### src/rtl/axi4_slave_bresp_scheduler_if.sv
// +----------------------------------------------------------------------------+
// | Module      : axi4_slave_bresp_scheduler_if                                |
// | Description : Completion-report and B-channel signal bundle for the        |
// |               AXI4 slave write-response scheduler.                         |
// | Revision    : 1.0 - initial release                                        |
// +----------------------------------------------------------------------------+
`default_nettype none

interface axi4_slave_bresp_scheduler_if #(
  parameter int ID_WIDTH = 4
);
  logic                wr_done_valid;
  logic [ID_WIDTH-1:0] wr_done_id;
  logic [1:0]          wr_done_resp;
  logic                wr_done_ready;
  logic                bvalid;
  logic [ID_WIDTH-1:0] bid;
  logic [1:0]          bresp;
  logic                bready;

  modport slave (
    input  wr_done_valid, wr_done_id, wr_done_resp, bready,
    output wr_done_ready, bvalid, bid, bresp
  );

  modport master (
    output wr_done_valid, wr_done_id, wr_done_resp, bready,
    input  wr_done_ready, bvalid, bid, bresp
  );
endinterface

`default_nettype wire

### src/rtl/axi4_slave_bresp_scheduler.sv
// +----------------------------------------------------------------------------+
// | Module      : axi4_slave_bresp_scheduler                                   |
// | Description : Queues completed writes and issues them in order on the B    |
// |               channel after a programmable delay. Optional macro           |
// |               SLAVE_BRESP_ERR_INJECT_EN adds err_inject (forces SLVERR).   |
// | Revision    : 1.0 - initial release                                        |
// +----------------------------------------------------------------------------+
`default_nettype none

module axi4_slave_bresp_scheduler #(
  parameter int ID_WIDTH    = 4,
  parameter int DEPTH       = 8,
  parameter int DELAY_WIDTH = 4
) (
  input  wire logic                         aclk,
  input  wire logic                         aresetn,
  input  wire logic [DELAY_WIDTH-1:0]       cfg_delay,
  output logic      [$clog2(DEPTH+1)-1:0]   pending_count,
`ifdef SLAVE_BRESP_ERR_INJECT_EN
  input  wire logic                         err_inject,
`endif
  axi4_slave_bresp_scheduler_if.slave       bus
);

  localparam int c_AW = $clog2(DEPTH);
  localparam int c_CW = $clog2(DEPTH + 1);

  localparam logic [1:0] c_IDLE = 2'd0;
  localparam logic [1:0] c_WAIT = 2'd1;
  localparam logic [1:0] c_RESP = 2'd2;

  logic [1:0]             r_state;
  logic [1:0]             w_state_next;
  logic [ID_WIDTH-1:0]    r_mem_id   [DEPTH];
  logic [1:0]             r_mem_resp [DEPTH];
  logic [c_AW-1:0]        r_wr_ptr;
  logic [c_AW-1:0]        r_rd_ptr;
  logic [c_CW-1:0]        r_count;
  logic [DELAY_WIDTH-1:0] r_delay_cnt;
  logic [ID_WIDTH-1:0]    r_bid;
  logic [1:0]             r_bresp;
  logic                   w_ready;
  logic                   w_push;
  logic                   w_pop;
  logic                   w_bvalid;
  logic                   w_load_cnt;
  logic                   w_load_head;
  logic [1:0]             w_push_resp;
  logic [c_AW-1:0]        w_head_ptr;

  assign w_ready = (r_count != c_CW'(DEPTH));
  assign w_push  = bus.wr_done_valid && w_ready;

`ifdef SLAVE_BRESP_ERR_INJECT_EN
  assign w_push_resp = err_inject ? 2'b10 : bus.wr_done_resp;
`else
  assign w_push_resp = bus.wr_done_resp;
`endif

  always_ff @(posedge aclk or negedge aresetn) begin
    if (!aresetn) r_state <= c_IDLE;
    else          r_state <= w_state_next;
  end

  // "Another entry remains" is judged on the registered count, so a push that
  // coincides with the last pop is picked up from IDLE on the following cycle.
  always_comb begin
    w_state_next = r_state;
    w_load_cnt   = 1'b0;
    case (r_state)
      c_IDLE: begin
        if (r_count != '0) begin
          if (cfg_delay == '0) begin
            w_state_next = c_RESP;
          end else begin
            w_state_next = c_WAIT;
            w_load_cnt   = 1'b1;
          end
        end
      end
      c_WAIT: begin
        if (r_delay_cnt <= DELAY_WIDTH'(1)) w_state_next = c_RESP;
      end
      c_RESP: begin
        if (bus.bready) begin
          if (r_count > c_CW'(1)) begin
            if (cfg_delay == '0) begin
              w_state_next = c_RESP;
            end else begin
              w_state_next = c_WAIT;
              w_load_cnt   = 1'b1;
            end
          end else begin
            w_state_next = c_IDLE;
          end
        end
      end
      default: w_state_next = c_IDLE;
    endcase
  end

  always_comb begin
    w_bvalid    = (r_state == c_RESP);
    w_pop       = w_bvalid && bus.bready;
    w_load_head = (w_state_next == c_RESP) && ((r_state != c_RESP) || w_pop);
    w_head_ptr  = w_pop ? (r_rd_ptr + c_AW'(1)) : r_rd_ptr;
  end

  always_ff @(posedge aclk) begin
    if (w_push) begin
      r_mem_id[r_wr_ptr]   <= bus.wr_done_id;
      r_mem_resp[r_wr_ptr] <= w_push_resp;
    end
  end

  always_ff @(posedge aclk or negedge aresetn) begin
    if (!aresetn) begin
      r_wr_ptr    <= '0;
      r_rd_ptr    <= '0;
      r_count     <= '0;
      r_delay_cnt <= '0;
      r_bid       <= '0;
      r_bresp     <= '0;
    end else begin
      if (w_push) r_wr_ptr <= r_wr_ptr + c_AW'(1);
      if (w_pop)  r_rd_ptr <= r_rd_ptr + c_AW'(1);
      case ({w_push, w_pop})
        2'b10:   r_count <= r_count + c_CW'(1);
        2'b01:   r_count <= r_count - c_CW'(1);
        default: r_count <= r_count;
      endcase
      if (w_load_cnt)
        r_delay_cnt <= cfg_delay;
      else if ((r_state == c_WAIT) && (r_delay_cnt != '0))
        r_delay_cnt <= r_delay_cnt - DELAY_WIDTH'(1);
      // Head is captured on entry to RESP and held through any stall.
      if (w_load_head) begin
        r_bid   <= r_mem_id[w_head_ptr];
        r_bresp <= r_mem_resp[w_head_ptr];
      end else if (w_state_next != c_RESP) begin
        r_bid   <= '0;
        r_bresp <= '0;
      end
    end
  end

  assign bus.wr_done_ready = w_ready;
  assign bus.bvalid        = w_bvalid;
  assign bus.bid           = r_bid;
  assign bus.bresp         = r_bresp;
  assign pending_count     = r_count;

endmodule

`default_nettype wire
### src/flat_wrapper.sv
// flat-port wrapper written by rule: the top's interface ports become plain ports
module axi4_slave_bresp_scheduler_flat 
#(
  parameter int ID_WIDTH    = 4,
  parameter int DEPTH       = 8,
  parameter int DELAY_WIDTH = 4
)
  (aclk, aresetn, cfg_delay, pending_count, bus_wr_done_valid, bus_wr_done_id, bus_wr_done_resp, bus_bready, bus_wr_done_ready, bus_bvalid, bus_bid, bus_bresp);
  axi4_slave_bresp_scheduler_if #(.ID_WIDTH(ID_WIDTH)) bus_i ();
  input  wire logic aclk;
  input  wire logic aresetn;
  input  wire logic [DELAY_WIDTH-1:0] cfg_delay;
  output logic      [$clog2(DEPTH+1)-1:0] pending_count;
  input wire logic [$bits(bus_i.wr_done_valid)-1:0] bus_wr_done_valid;
  input wire logic [$bits(bus_i.wr_done_id)-1:0] bus_wr_done_id;
  input wire logic [$bits(bus_i.wr_done_resp)-1:0] bus_wr_done_resp;
  input wire logic [$bits(bus_i.bready)-1:0] bus_bready;
  output wire logic [$bits(bus_i.wr_done_ready)-1:0] bus_wr_done_ready;
  output wire logic [$bits(bus_i.bvalid)-1:0] bus_bvalid;
  output wire logic [$bits(bus_i.bid)-1:0] bus_bid;
  output wire logic [$bits(bus_i.bresp)-1:0] bus_bresp;
  assign bus_i.wr_done_valid = bus_wr_done_valid;
  assign bus_i.wr_done_id = bus_wr_done_id;
  assign bus_i.wr_done_resp = bus_wr_done_resp;
  assign bus_i.bready = bus_bready;
  assign bus_wr_done_ready = bus_i.wr_done_ready;
  assign bus_bvalid = bus_i.bvalid;
  assign bus_bid = bus_i.bid;
  assign bus_bresp = bus_i.bresp;
  axi4_slave_bresp_scheduler #(.ID_WIDTH(ID_WIDTH), .DEPTH(DEPTH), .DELAY_WIDTH(DELAY_WIDTH)) u_core (.aclk(aclk), .aresetn(aresetn), .cfg_delay(cfg_delay), .pending_count(pending_count), .bus(bus_i));
endmodule
### config.mk
export PLATFORM = sky130hd
export DESIGN_NAME = axi4_slave_bresp_scheduler_flat
export DESIGN_NICKNAME = d
export VERILOG_FILES = /design/src/rtl/axi4_slave_bresp_scheduler_if.sv /design/src/rtl/axi4_slave_bresp_scheduler.sv /design/src/flat_wrapper.sv
export SDC_FILE = /design/constraint.sdc
export NUM_CORES = 1
export LEC_CHECK = 0
export CAP_MARGIN = 15
export CORE_AREA = 2 2 123 125
export CTS_BUF_LIST = sky130_fd_sc_hd__clkbuf_8
export CTS_CLUSTER_DIAMETER = 60
export DETAILED_ROUTE_END_ITERATION = 10
export DIE_AREA = 0 0 125 127
export PLACE_DENSITY = 0.46
export SLEW_MARGIN = 15
export SYNTH_ARGS = -nofsm -noshare
export SYNTH_HDL_FRONTEND = slang
export SYNTH_SLANG_ARGS = --single-unit
### constraint.sdc
create_clock -name aclk -period 2.03 [get_ports aclk]
set_input_delay 0.406 -clock aclk [delete_from_list [all_inputs] [get_ports aclk]]
set_output_delay 0.406 -clock aclk [all_outputs]
set_load 0.05 [all_outputs]
[Word-level counts from Yosys, hierarchy flattened]
Memories as Yosys holds them, arrays and structs flattened.
Index checks and enable logic that the tools add are counted.
Storage, ports and cells
  flip-flop bits (word level): 22
  logic and storage cells: 57
  memories: 2
  output and inout bits: 12
  input bits: 14
  RAM bits: 48
Memories
  u_core.r_mem_id: words 8, bits a word 4, rd ports 1, clocked after Yosys merged registers in 0, write ports 1, RTL line axi4_slave_bresp_scheduler.sv:34  | logic [ID_WIDTH-1:0] r_mem_id [DEPTH];
  u_core.r_mem_resp: words 8, bits a word 2, rd ports 1, clocked after Yosys merged registers in 0, write ports 1, RTL line axi4_slave_bresp_scheduler.sv:35  | logic [1:0] r_mem_resp [DEPTH];
Operators by class
  reductions and logical operators: 12
  mux-type cells: 21
  equality and inequality tests: 8
  order comparisons: 2
  add/sub/neg operators: 5
Operators by type and width (count)
  $mux 4: 4
  $mux 2: 7
  $pmux 4 s2: 1
  $reduce_bool 4->1: 2
  $sub 4x1->4 const B: 2
  $add 3x1->3 const B: 2
  $eq 2x2->1 const B: 3
  $mux 1: 6
  $pmux 2 s3: 1
  $reduce_bool 2->1: 3
  $add 4x1->4 const B: 1
  $eq 2x1->1 const B: 2
  $gt 4x1->1 const B: 1
  $le 4x1->1 const B: 1
  $logic_and 1x1->1: 4
  $logic_not 4->1: 1
  $ne 2x2->1 const B: 2
  $ne 4x4->1 const B: 1
  $mux 3: 1
  $logic_not 2->1: 1
  $pmux 1 s2: 1
  $logic_or 1x1->1: 1

[Depth between registers and ports, before layout]
Gate-level depths: netlist (run 1).
  word-level depth: 8
  gate-level depth with buffers: 8
  mapped depth without buffers: 8

[Worst setup path before layout (run 1)]
No wires, ideal clock.
  path kind: register to register
  start: reg u_core.r_count[0] (netlist: u_core.pending_count[0])
  end: mem u_core.r_mem_id[0][0] (enable)
  cell stages (with the launch flop): 7
  arrival: 2525 ps
  library setup time: 377 ps
  path slack: -872 ps
  buffers on the path: 0
  path through: dfrtp_1 inv_1 ha_1 nand3b_1 nand2_1 or2_2 nor3_1
Between the ends
  longest elaborated chain between the ends: 4
Ends and longest elaborated chain
  start, declared: RTL line axi4_slave_bresp_scheduler.sv:38  | logic [c_CW-1:0] r_count;
  start signal, assigned: RTL line axi4_slave_bresp_scheduler.sv:128  | 2'b10: r_count <= r_count + c_CW'(1);
  start signal, assigned: RTL line axi4_slave_bresp_scheduler.sv:129  | 2'b01: r_count <= r_count - c_CW'(1);
  start signal, assigned: RTL line axi4_slave_bresp_scheduler.sv:130  | default: r_count <= r_count;
  $ne 4x4->1: RTL line axi4_slave_bresp_scheduler.sv:51  | assign w_ready = (r_count != c_CW'(DEPTH));
  net bus_wr_done_ready: RTL line flat_wrapper.sv:18  | output wire logic [$bits(bus_i.wr_done_ready)-1:0] bus_wr_done_ready;
  $logic_and 1x1->1: RTL line axi4_slave_bresp_scheduler.sv:52  | assign w_push = bus.wr_done_valid && w_ready;
  $mux 1: RTL line axi4_slave_bresp_scheduler.sv:110  | if (w_push) begin
  $mux 1 (not written as such): RTL line axi4_slave_bresp_scheduler.sv:111  | r_mem_id[r_wr_ptr] <= bus.wr_done_id;
  end, declared: RTL line axi4_slave_bresp_scheduler.sv:34
The timed path passes the listed nets, and every way through them passes these cells.

[Worst setup path in the final report (run 1)]
  start: reg u_core.r_bresp[1] (netlist: u_core.bus.bresp[1])
  end: out bus_bresp[1]
RTL lines
  start, declared: RTL line axi4_slave_bresp_scheduler.sv:41  | logic [1:0] r_bresp;
  start signal, assigned: RTL line axi4_slave_bresp_scheduler.sv:139  | r_bresp <= r_mem_resp[w_head_ptr];
  end, declared: RTL line flat_wrapper.sv:21  | output wire logic [$bits(bus_i.bresp)-1:0] bus_bresp;
No word-level cell between the ends.

==> summary.md, run 1 <==
| Metric | Value |
|---|---|
| Sink Count | 70 |
| Die footprint | approximately 16000 um2 |
| Most common cell after layout, fill and taps aside | edfxtp_1 |
| # IOs | 26 |
| Fin. Hold Viols | 0 |
| Area Growth Syn to Fin | 26.6% |
| Simple-gate share of the synthesized area | between 10 and 15% |
| Synthesized area | 3570 um2 |
| Die Wd | around 130 um |
| Global-route wire length before repair | 13.1 mm |
| Syn_area_per_cell | 12.8 um2 |
| Fin crit share | 96.4% |
| CP max FO | 2 |
| Final Net Count | between 300 and 400 |
| Final setup skew | approximately 0.014 ns |
| Drt via density | roughly 4.6 |
| Mux cell area share after synthesis | about 14% |
| Startpoint types | flip-flop |
| CTS tree | done |
| Post-synth EDFFs | 48 |
| VDD IR max | 0.000366 V |
| Antenna diodes | 0 |
| Remaining routing DRC violations | 0 |
| Crit-path slowest cell | clkdlybuf4s50_1 |
| Pre-CTS setup slack | -0.137 ns |
| Setup CP Type | reg -> out |
| Cell family with most CP delay | buffers and inverters |
| Worst setup EP type | primary output |
| Seq cells post-synth | 70 |
| Unique masters post-synth | 47 |
| Worst endpoint required time | about 1.6 ns |
| Sequential-to-total area share from yosys stat | 55.8% |
| DRT iter0 DRCs | between 150 and 200 |
| R2R setup slack | 0.13 ns |
| Gr usage total | 10.7% |
| Max cap viols | 0 |
| TritonCTS buffer count | 9 |
| Initial antenna violation count | 0 |
| Starting Density | 24.8% |
| Cells after synthesis | 279 |
| Reg2reg path depth | 6 |
| Wire per inst | approximately 15 um |
| Primary FF master, synth | edfxtp_1 |
| Final worst setup slack | 0.0733 ns |
| Htree depth | 3 |
| Clk slew on worst S/H paths | about 0.080 ns |
| Largest stage delay, worst path | around 0.8 ns |
| Hold Buf Count CTS | 0 |
| Worst-skew pair later-pin latency | approximately 0.35 ns |
| Critical path depth | 1 |
| Post-Synth XOR/XNOR Area | around 2.5% |
| Worst path cell trace | clkdlybuf4s50_1 |
| Core area | 14400 um2 |
| Post-synth ARST share | between 30% and 40% |
| CP Capture Point | bus_bresp[1] |
| RSZ-0062 raised after global routing | false |
| Slew HR | around two thirds |
| Hold Crit Class | in -> async |
| Final GP Congestion | 0.735 |
| Max clock buf depth | 2 |
| Largest family of logic cells by synthesized area | multiplexers |
| Share of cells above drive strength 1 | between 20% and 30% |
| Compound-Gate Fraction of Synth Area | ~10% |
| CTS root buf | clkbuf_8 |
| Via count | 2411 |
| Via count of the first global-routing pass | between 2000 and 2500 |
| Critical path data arrival time | 1.55 ns |
| Fmax | roughly 0.51 GHz |
| Outcome | completed |
| CP bufs+invs | 1 |
| Synth Warn # | 0 |
| Cells after DPL | 509 |
| Worst Setup SP | u_core.bus.bresp[1] |
| Slew Viols, Final | 0 |
| Synth Net Count | 302 |
| Post-Layout Cell Count | approximately 530 |
| Pin count of the biggest net entering global routing | 40 |
| Number of port buffers | 25 |
| Dpl hpwl | between 5 and 6 mm |
| Antenna viol nets, final | 0 |
| Postcts setup bufs | 0 |
| Final Setup Violations | 0 |
| Routed wire length | just under 8 mm |
| Worst flop-to-flop path startpoint | u_core.r_rd_ptr[0] |
| PwrDens | approximately 1400 nW/um2 |
| Min Tclk post-route | approximately 2.0 ns |
| Commonest cells after routing, fill and taps aside | edfxtp_1 (48), mux2i_1 (37), buf_4 (35), clkdlybuf4s50_1 (19), dfrtp_1 (18) |
| Die height | 127 um |
| Placement Rows | 44 |
| Congestion Overflow GR | 0 |
| RR Endpoint | u_core.bus.bid[3] |
| Drt pass-1 iters | 4 |
| Pleak | 0.00170 uW |
| Worst Tran Pin Value | between 0.4 and 0.5 ns |
| Post-Synth Adder-Cell Area | under 10% |
## area by class of cell
class,instances,area [um2]
fill,1424,9900
sequential,70,2000
multi-input combinational,188,1540
timing repair buffer,60,553
tap,184,230
clock buffer,11,151
inverter,7,28.8
clock inverter,5,25.0
## metal layers
| metal | global-route usage [%] | vias up | part of all wire (%) |
|---|---|---|---|
| met5 | 0 | - | 0 |
| met4 | 4.90 | 0 | 2.3 |
| met3 | 2.09 | 11 | 3.1 |
| met2 | 18.1 | 40 | 50 |
| met1 | 13.3 | 1185 | 45 |
| li1 | - | 1175 | - |
## metrics by stage
step	area [um2]	hold WS, ns	power (uW)	TNS [ns]	utilization, %
floorplan	3640	0.110	4400	-10.08	-
global placement	4340	0.486	5300	-0.845	30.1
detailed placement	4340	0.476	5350	-1.15	30.1
CTS	4520	0.414	6350	0	31.3
global route	4520	0.427	6740	0	31.3
finish	4520	0.413	6300	0	31.3
## flip-flops by register name (all words and copies together) (netlist names)
signal / count
u_core.r_rd_ptr: 3
u_core.pending_count: 4
u_core.bus.bresp: 2
u_core.bus.bid: 4
u_core.r_state: 2
u_core.r_wr_ptr: 3
u_core.r_mem_resp: 16
u_core.r_mem_id: 32
u_core.r_delay_cnt: 4
## worst min path at each step
stage / start / endpoint / slack [ns] / cells past startpoint
after floorplan: aresetn / u_core.bus.bid[0] / 0.11 / 0
after global placement: u_core.bus.bid[1] / u_core.bus.bid[1] / 0.49 / 2
after detailed placement: u_core.bus.bid[0] / u_core.bus.bid[0] / 0.48 / 2
after CTS: aresetn / u_core.pending_count[3] / 0.41 / 2
after global routing: aresetn / u_core.pending_count[3] / 0.43 / 2
final: aresetn / u_core.pending_count[2] / 0.41 / 2
## repair_timing
action                                  in CTS  in global routing
endpoints found under the setup margin       1                  1
pin swaps                                    0                  0
resized for setup                            1                  1
## power by group
group	switching [uW]	leakage (uW)	internal (uW)	total, uW
clock	509	0.0000940	497	1010
combinational	1700	0.000901	1410	3110
sequential	294	0.000708	1890	2180
## cells in the mapped netlist (5+ instances only)
master | n | share of area [%]
a32oi_1 | 6 | 1.5
nor3b_1 | 5 | 1.1
dfrtp_1 | 22 | 15
inv_1 | 6 | 0.63
buf_2 | 5 | 0.70
o21ai_0 | 13 | 1.8
nand2_1 | 15 | 1.6
a21o_1 | 5 | 1.1
xnor2_1 | 6 | 1.5
mux4_2 | 6 | 3.8
edfxtp_1 | 48 | 40
nor3_1 | 14 | 2.0
ha_1 | 9 | 3.2
nor2_1 | 18 | 1.9
a31oi_1 | 6 | 1.1
mux2i_1 | 37 | 10
nor2b_1 | 5 | 0.88
## logic make-up (layout without fill, tap and decap cells)
| family | count (synthesis) | count (layout) |
|---|---|---|
| compound gates | 52 | 52 |
| buf+inv | 21 | 83 |
| fa+ha+maj | 9 | 9 |
| mux | 44 | 44 |
| simple gates | 73 | 73 |
| xor+xnor | 10 | 10 |
| flops | 70 | 70 |
No activity file was read; power rests on OpenSTA's default activity.
==> run 2, diff against run 1 <==
--- a/config.mk
+++ b/config.mk
@@ -6,13 +6,13 @@
 export NUM_CORES = 1
 export LEC_CHECK = 0
 export CAP_MARGIN = 15
-export CORE_AREA = 2 2 123 125
+export CORE_AREA = 2 2 84 86
 export CTS_BUF_LIST = sky130_fd_sc_hd__clkbuf_8
 export CTS_CLUSTER_DIAMETER = 60
 export DETAILED_ROUTE_END_ITERATION = 10
-export DIE_AREA = 0 0 125 127
-export PLACE_DENSITY = 0.46
-export SLEW_MARGIN = 15
+export DIE_AREA = 0 0 86 88
+export PLACE_DENSITY = 0.82
+export SLEW_MARGIN = 20
 export SYNTH_ARGS = -nofsm -noshare
 export SYNTH_HDL_FRONTEND = slang
 export SYNTH_SLANG_ARGS = --single-unit
==> run 2 against run 1 <==
  * Fmax down 0.20%
  * Global-route usage up 11 points
  * Clock power up 35%
  * Non-clock buffer count down 7
  * Via count up 1.4%
  * Core utilization up 35 points
  * Cell count down 21%
  * Register-to-register slack worse by 0.03 ns
  * Die area down 52%
  * Cell area down 2.5%
  * Setup slack worse by 0.0040 ns
  * Sequential power about the same
  * Critical path type unchanged
  * Largest cell class unchanged
  * Highest routed layer unchanged
==> summary.md, run 2 (synthesis gave the netlist of run 1 again) <==
| Metric | Value |
|---|---|
| Outcome | completed (unchanged) |
| Area Growth Syn to Fin | 23.4% (was 26.6%) |
| VDD IR max | 0.000792 V (was 0.000366 V) |
| Pleak | 0.00170 uW (about the same) |
| # IOs | 26 (unchanged) |
| Final GP Congestion | 0.751 (was 0.735) |
| Final Net Count | 352 (was 359) |
| Antenna diodes | 0 (unchanged) |
| Antenna viol nets, final | 0 (unchanged) |
| DRT iter0 DRCs | 224 (was 177) |
| Critical path data arrival time | 1.55 ns (about the same) |
| Commonest cells after routing, fill and taps aside | edfxtp_1 (48), mux2i_1 (37), buf_4 (28), clkdlybuf4s50_1 (20), dfrtp_1 (18) (was edfxtp_1 (48), mux2i_1 (37), buf_4 (35), clkdlybuf4s50_1 (19), dfrtp_1 (18)) |
| TritonCTS buffer count | 9 (unchanged) |
| Cell family with most CP delay | buffers and inverters (unchanged) |
| Max clock buf depth | 2 (unchanged) |
| Most common cell after layout, fill and taps aside | edfxtp_1 (unchanged) |
| CTS root buf | clkbuf_8 (unchanged) |
| Largest stage delay, worst path | 0.81 ns (about the same) |
| Crit-path slowest cell | clkdlybuf4s50_1 (unchanged) |
| Setup TNS | 0 ns (unchanged) |
| Total power | 6620 uW (was 6300 uW) |
| Congestion Overflow GR | 0 (unchanged) |
| Reg2reg path depth | 7 (was 6) |
| Worst endpoint required time | 1.62 ns (about the same) |
| Final Setup Violations | 0 (unchanged) |
| Core area | 6640 um2 (was 14400 um2) |
| Drt via density | 5.90 (was 4.59) |
| Pin count of the biggest net entering global routing | 40 (unchanged) |
| CP max FO | 2 (unchanged) |
| CP bufs+invs | 1 (unchanged) |
| Fin crit share | 96.6% (was 96.4%) |
| Biggest regs | u_core.r_mem_id (32), u_core.r_mem_resp (16) (unchanged) |
| Hold Worst Slack | 0.410 ns (was 0.413 ns) |
| Placement Rows | 30 (was 44) |
| Fill count | 466 (was 1424) |
| Die height | 88 um (was 127 um) |
| Gr usage total | 21.2% (was 10.7%) |
| Clk slew on worst S/H paths | 0.08 ns (about the same) |
| Worst path cell trace | clkdlybuf4s50_1 (unchanged) |
| Critical path depth | 1 (unchanged) |
| Worst-skew pair later-pin latency | 0.35 ns (about the same) |
| Die Wd | 86 um (was 125 um) |
| Remaining routing DRC violations | 0 (unchanged) |
| Startpoint types | flip-flop (unchanged) |
| Layout Utilization | 66.3% (was 31.3%) |
| Sink Count | 70 (unchanged) |
| Max cap viols | 0 (unchanged) |
| Worst setup EP type | primary output (unchanged) |
| Worst Tran Pin Value | 0.498 ns (was 0.499 ns) |
| Fmax | 0.510 GHz (was 0.511 GHz) |
| Die footprint | 7570 um2 (was 15900 um2) |
| Number of port buffers | 25 (unchanged) |
| RSZ-0062 raised after global routing | false (unchanged) |
| PwrDens | 1500 nW/um2 (was 1390 nW/um2) |
| CTS tree | done (unchanged) |
| Final setup skew | 0.00954 ns (was 0.0143 ns) |
| Starting Density | 53.7% (was 24.8%) |
| Hold Crit Class | in -> async (unchanged) |
| Share of cells above drive strength 1 | 23.4% (was 24.9%) |
| Global-route wire length before repair | 11.9 mm (was 13.1 mm) |
| Routed wire length | 7.37 mm (was 7.93 mm) |
| Fin. Hold Viols | 0 (unchanged) |
| Htree depth | 3 (unchanged) |
| Via count of the first global-routing pass | 2464 (was 2482) |
| Initial antenna violation count | 0 (unchanged) |
| Most flop-heavy register | u_core.r_mem_id (unchanged) |
| Min Tclk post-route | 1.96 ns (about the same) |
| Drt pass-1 iters | 4 (unchanged) |
| Dpl hpwl | 4.95 mm (was 5.63 mm) |
| Slew Viols, Final | 0 (unchanged) |
| Via count | 2444 (was 2411) |
| Setup CP Type | reg -> out (unchanged) |
| Slew HR | 66.7% (was 66.6%) |
| Wire per inst | 17.8 um (was 15.1 um) |
| Largest register FFs | 32 (unchanged) |
-- run 2: through the flow --
step | setup slack [ns] | cell area, um2 | cells
global placement | -0.0689 | 4150 | 397
CTS | 0.0114 | 4390 | 413
finish | 0.0693 | 4410 | 414
detailed placement | -0.108 | 4150 | 397
floorplan | -0.300 | 3640 | 279
global route | 0.0346 | 4410 | 414
-- run 2: report_power, final --
part / switching (uW) / total, uW / leakage, uW / internal (uW)
combinational: 1690 / 3060 / 0.000871 / 1380
sequential: 309 / 2200 / 0.000708 / 1890
clock: 514 / 1360 / 0.000124 / 847
total: 2510 / 6620 / 0.00170 / 4110
-- run 2: area by class of cell --
| type | instances | area (um2) | share of cell area (%) |
|---|---|---|---|
| inverters | 7 | 28.8 | 0.653 |
| well taps | 80 | 100 | 2.27 |
| clock inverters | 6 | 110 | 2.50 |
| flip-flops and latches | 70 | 2000 | 45.3 |
| repair buffers | 53 | 492 | 11.2 |
| multi-input cells | 188 | 1540 | 35.0 |
| clock buffers | 10 | 138 | 3.12 |
-- run 2: per-layer routing --
| metal | up-vias | track usage [%] | wire, um |
|---|---|---|---|
| li1 | 1160 | - | - |
| met4 | 0 | 9.24 | 116 |
| met2 | 65 | 35.6 | 3760 |
| met1 | 1205 | 26.5 | 3110 |
| met5 | - | 0 | 0 |
| met3 | 14 | 4.90 | 380 |
-- run 2: path summary, 6_finish.rpt --
path	start	to	slack [ns]
min in group aclk	u_core.bus.bid[0]	u_core.bus.bid[0]	0.50
min	aresetn	u_core.bus.bid[2]	0.41
max reg2reg	u_core.r_rd_ptr[0]	u_core.bus.bresp[1]	0.10
max in group asynchronous	aresetn	u_core.pending_count[1]	1.36
min reg2reg	u_core.bus.bid[0]	u_core.bus.bid[0]	0.50
max	u_core.bus.bid[2]	bus_bid[2]	0.07
-- run 2: repair_timing --
| action | in CTS | in global routing |
|---|---|---|
| resized for setup | 1 | 2 |
| endpoints found under the setup margin | 1 | 8 |
| cloned | 0 | 0 |
| hold buffers | 0 | 0 |
| setup buffers | 0 | 1 |
==> run 3, diff against run 2 <==
--- a/config.mk
+++ b/config.mk
@@ -5,6 +5,7 @@
 export SDC_FILE = /design/constraint.sdc
 export NUM_CORES = 1
 export LEC_CHECK = 0
+export ABC_CLOCK_PERIOD_IN_PS = 2029
 export CAP_MARGIN = 15
 export CORE_AREA = 2 2 84 86
 export CTS_BUF_LIST = sky130_fd_sc_hd__clkbuf_8
==> results of run 3 <==
The final DEF is identical to that of run 2; final timing and power are the same.
